$ cat config.mk
export PLATFORM = sky130hd
export DESIGN_NAME = conv_frame_sequencer
export DESIGN_NICKNAME = d
export VERILOG_FILES = /design/src/rtl/conv_frame_sequencer.sv
export SDC_FILE = /design/constraint.sdc
export NUM_CORES = 1
export LEC_CHECK = 0
export CAP_MARGIN = 20
export CORE_UTILIZATION = 34
export DETAILED_ROUTE_END_ITERATION = 10
export PLACE_DENSITY = 0.8
export SLEW_MARGIN = 5
export SYNTH_ARGS = -nofsm -noshare
export SYNTH_HDL_FRONTEND = slang
export SYNTH_SLANG_ARGS = --single-unit
$ cat constraint.sdc
create_clock -name i_clk -period 5.6 [get_ports i_clk]
set_input_delay 0.84 -clock i_clk [delete_from_list [all_inputs] [get_ports i_clk]]
set_output_delay 0.84 -clock i_clk [all_outputs]
set_load 0.03 [all_outputs]
$ cat src/rtl/conv_frame_sequencer.sv
// Sequences column-major pixel words through an external convolver and forwards results once the kernel window is full.
// Convolver strobe is combinational with the accepted beat; output is registered one cycle later and stalls input when held.
module conv_frame_sequencer #(
    parameter int DATA_WIDTH    = 32,
    parameter int WORDS_PER_COL = 50,
    parameter int NUM_COLS      = 200,
    parameter int KERNEL_WIDTH  = 3
) (
    input  logic                  i_clk,
    input  logic                  i_reset,
    input  logic                  i_enable,
    input  logic                  s_axis_valid,
    input  logic [DATA_WIDTH-1:0] s_axis_data,
    input  logic                  s_axis_last,
    output logic                  s_axis_ready,
    output logic                  m_axis_valid,
    output logic [DATA_WIDTH-1:0] m_axis_data,
    output logic                  m_axis_last,
    input  logic                  m_axis_ready,
    output logic                  o_conv_valid,
    output logic [DATA_WIDTH-1:0] o_conv_data,
    input  logic [DATA_WIDTH-1:0] i_conv_data,
    output logic                  o_conv_clear,
    output logic                  o_frame_done,
    output logic                  o_frame_err
);

    localparam int WW = (WORDS_PER_COL > 1) ? $clog2(WORDS_PER_COL) : 1;
    localparam int CW = (NUM_COLS > 1) ? $clog2(NUM_COLS) : 1;

    typedef enum logic [1:0] {IDLE, FILL, RUN, FLUSH} state_t;

    state_t          state;
    state_t          state_nxt;
    logic [WW-1:0]   word_cnt;
    logic [CW-1:0]   col_cnt;
    logic            reset_q;
    logic            accept;
    logic            word_last;
    logic            at_final;
    logic            fill_done;
    logic            out_load;

    assign word_last = (word_cnt == WW'(WORDS_PER_COL - 1));
    assign at_final  = word_last & (col_cnt == CW'(NUM_COLS - 1));
    assign fill_done = word_last & (int'(col_cnt) == KERNEL_WIDTH - 2);
    assign out_load  = accept & (int'(col_cnt) >= KERNEL_WIDTH - 1);

    // reset_q keeps the input closed for one extra cycle after reset releases
    assign s_axis_ready = ~i_reset & ~reset_q & (~m_axis_valid | m_axis_ready) &
                          (((state == IDLE) & i_enable) | (state == FILL) | (state == RUN));
    assign accept       = s_axis_valid & s_axis_ready;
    assign o_conv_valid = accept;
    assign o_conv_data  = s_axis_data;
    assign o_conv_clear = (state == FLUSH) & ~i_reset;

    always_comb begin
        state_nxt = state;
        case (state)
            IDLE: if (accept) state_nxt = ((KERNEL_WIDTH <= 1) || fill_done) ? RUN : FILL;
            FILL: if (accept && fill_done) state_nxt = RUN;
            RUN:  state_nxt = RUN;
            default: state_nxt = IDLE;
        endcase
        // frame end, normal or early, overrides any fill progress
        if (accept && (at_final || s_axis_last)) state_nxt = FLUSH;
    end

    always_ff @(posedge i_clk) begin
        reset_q <= i_reset;
        if (i_reset) begin
            state    <= IDLE;
            word_cnt <= '0;
            col_cnt  <= '0;
        end else begin
            state <= state_nxt;
            if (state == FLUSH) begin
                word_cnt <= '0;
                col_cnt  <= '0;
            end else if (accept) begin
                if (at_final || s_axis_last) begin
                    word_cnt <= '0;
                    col_cnt  <= '0;
                end else if (word_last) begin
                    word_cnt <= '0;
                    col_cnt  <= col_cnt + 1'b1;
                end else begin
                    word_cnt <= word_cnt + 1'b1;
                end
            end
        end
    end

    always_ff @(posedge i_clk) begin
        if (i_reset) begin
            m_axis_valid <= 1'b0;
            m_axis_data  <= '0;
            m_axis_last  <= 1'b0;
            o_frame_done <= 1'b0;
            o_frame_err  <= 1'b0;
        end else begin
            o_frame_done <= accept & at_final;
            if (out_load) begin
                m_axis_data  <= i_conv_data;
                m_axis_valid <= 1'b1;
                m_axis_last  <= at_final;
            end else if (m_axis_ready) begin
                m_axis_valid <= 1'b0;
            end
            // error when the last marker and the final position disagree
            if (accept) begin
                if (state == IDLE) o_frame_err <= 1'b0;
                if (s_axis_last != at_final) o_frame_err <= 1'b1;
            end
        end
    end

endmodule

==> metrics.md <==
| Metric | Value |
|---|---|
| Synth area leaders | `dfxtp_1, mux2i_1, buf_4, nor2_1, ha_1` |
| Final net count | `395` |
| CTS tree | `built` |
| Diode count | `0` |
| Die width | `89.1 µm` |
| Crit-path most repeated cell | `clkdlybuf4s50_1` |
| Register bit total from synthesis | `53` |
| Min-delay worst type | `reg -> reg` |
| Kind of critical path | `in -> out` |
| Fin Hold WS | `0.494 ns` |
| Core footprint | `7290 µm²` |
| Leading area contributor after synthesis | `dfxtp_1` |
| Longest Clk Path Bufs | `2` |
| GRT Util Overall | `13.4%` |
| H-tree levels | `2` |
| Worst setup EP type | `primary output` |
| Tot Pwr | `747 µW` |
| Max cap viols | `0` |
| Final setup viols | `0` |
| Die area | `7940 µm²` |
| Worst vdd ir | `0.0919 mV` |
| Max-slew violations | `0` |
| FP Rows | `31` |
| Layout Utilization | `45.4%` |
| Cell Pwr Density | `226 nW/µm²` |
| Initial Util | `35.4%` |
| Cell Area, Synth | `2580 µm²` |
| Cts repair resizes | `0` |
| R2R setup slack | `2.57 ns` |
| Clock Power Share | `41.9%` |
| Clock Tree Root | `clkbuf_8` |
| Ys flop type | `dfxtp_1` |
| Final ANT Viol Nets | `0` |
| Largest incremental delay on the critical path | `0.74 ns` |
| Comb pwr share | `7.3%` |
| WL final | `5260 µm` |
| Vias in the first global route | `1850` |
| RSZ-0062 raised after global routing | `no` |
| First-pass DRT Iterations | `4` |
| DP Area | `3180 µm²` |
| Num CTS Buffers | `5` |
| Post-Synthesis Net Count | `352` |
| PortBufs | `76` |
| Vias after detailed routing | `1956` |
| Antenna violations before repair | `0` |
| Post-Syn Instances | `271` |
| Slew margin rel. | `58.0%` |
| DP Wirelength | `3870 µm` |
| Pint | `589 µW` |
| Final instance area | `3310 µm²` |
| Dpl cells | `406` |
| DRC Markers | `0` |
| DR iter-0 viols | `107` |
| Slowest-stage cell, CP | `clkdlybuf4s50_1` |
| Worst slew pin tran | `0.629 ns` |
| Synth Area per Inst | `9.52 µm²` |
| Clk sinks | `53` |
| CTS Hold Bufs | `0` |
| Largest net degree at the start of global routing | `44` |
| Asr flop ratio synth | `0%` |
| RD Place Congestion | `0.760` |
| Fin crit share | `72.4%` |
| Post-DR wirelength/cell | `12.7 µm` |
| Congestion Overflow GR | `0` |
| Required @ worst endpoint | `4.76 ns` |
| Critical-path cell list | `clkdlybuf4s50_1, a211oi_1, nand4b_1, inv_2, clkdlybuf4s50_1` |
| CP max FO | `18` |
| Setup TNS | `0 ns` |
| Worst setup SP type | `input port` |
| Min cycle time layout | `4.05 ns` |
| Register share of total power | `50.9%` |
| Fin Clk Skew | `0.00780 ns` |
| # IOs | `141` |
| Syn. warnings | `0` |
| EDFF count, synth | `0` |
| Fin cells | `414` |
| NetSw | `158 µW` |
| Chip height | `89.1 µm` |
| Setup Fix Bufs, Post-CTS | `0` |
| DR vias/cell | `4.72` |
| Post-route setup slack | `1.55 ns` |
| Layout cells sized above 1 | `6.35%` |
| Yosys top cell area share | `41.1%` |
| Place WS | `1.53 ns` |
| Hold Fails Final Rpt | `0` |
| Worst Path Arrival | `3.21 ns` |
| Area delta synth->final | `28.5%` |
| Outcome | `complete, no violations` |
| First-pass GRT wire length | `8400 µm` |
| Max Clk Rate | `0.247 GHz` |
| P_leak | `1.16 nW` |
| Clock Pin Slew Worst Setup and Hold Paths | `0.10 ns` |
| Net Sw Frac | `21.1%` |
| Clk_lat worst skew | `0.31 ns` |
| Seq/Total Area, Yosys | `41.1%` |
| Synth cell types | `39` |
==> per-layer routing <==
metal | track usage (%) | vias up | routed length [µm]
li1 | - | 958 | -
met3 | 5.08 | 24 | 477
met4 | 5.63 | 0 | 118
met1 | 16.3 | 898 | 2250
met5 | 0 | - | 0
met2 | 21.4 | 76 | 2410
==> kinds of logic (layout without fill, tap and decap cells) <==
group | count (synthesis) | in the layout | synth area share (%)
flip-flops | 53 | 53 | 41.1
XOR/XNOR | 11 | 11 | 3.74
AND/OR/NAND/NOR | 94 | 94 | 18.3
adder cells (fa/ha/maj) | 11 | 11 | 5.34
multiplexers | 32 | 32 | 12.4
buffers and inverters | 52 | 96 | 13.2
AO/OA/AOI/OAI | 18 | 18 | 5.82
==> worst paths after layout <==
check / from / cells past startpoint / end
worst max-delay path: i_enable / 5 / o_conv_valid
worst min-delay path: m_axis_last / 2 / m_axis_last
worst max register to register: state[0] / 8 / m_axis_data[10]
worst min register to register: m_axis_last / 2 / m_axis_last
==> critical path: cells and delay by family <==
family          cells  cell delay (ns)
buf+inv             3             1.69
simple gates        1             0.57
compound gates      1             0.11
==> layout make-up <==
| cell class | instances | area (µm²) |
|---|---|---|
| multi-input cells | 166 | 1180 |
| flip-flops and latches | 53 | 1060 |
| clock buffers | 5 | 68.8 |
| inverters | 10 | 37.5 |
| repair buffers | 78 | 776 |
| clock inverters | 3 | 68.8 |
| well taps | 99 | 124 |
| fillers | 718 | 3980 |
==> state kept, by name, summed over array words and instances (netlist names) <==
register	flops
m_axis_data	32
col_cnt	8
word_cnt	6
state	2
m_axis_last	1
m_axis_valid	1
o_frame_done	1
o_frame_err	1
reset_q	1
==> cell usage after synthesis (2+ instances only) <==
cell type,n
nor2b_1,2
buf_6,3
and4_1,3
buf_2,2
or3_4,2
ha_1,11
nor2_1,52
nand4_1,6
mux2i_1,32
nand2_1,7
nand3_1,4
buf_4,32
nand2b_1,4
inv_1,9
xor2_1,10
dfxtp_1,53
a21oi_1,5
clkbuf_1,5
a211oi_1,3
and3_1,4
o21ai_1,2
nor3_1,3
==> cells in the final DEF (no fill, tap or decap), drive strengths merged, types with 4 or more instances in the layout <==
cell type / synthesis / final
clkdlybuf4s50: 0 / 76
nor2: 52 / 52
mux2i: 32 / 32
nand3: 4 / 4
a21oi: 7 / 7
nand2b: 4 / 4
and3: 4 / 4
dfxtp: 53 / 53
xor2: 10 / 10
ha: 11 / 11
clkbuf: 5 / 5
nand2: 7 / 7
inv: 10 / 11
nand4: 6 / 6
==> power by group through the flow <==
stage,clock network (mW),logic [mW],registers [mW]
after floorplan,0,0.0640,0.389
after global placement,0,0.0535,0.389
after detailed placement,0,0.0545,0.389
after CTS,0.322,0.0548,0.380
after global routing,0.331,0.0591,0.380
final,0.313,0.0543,0.380
No activity file was read; power rests on OpenSTA's default activity.
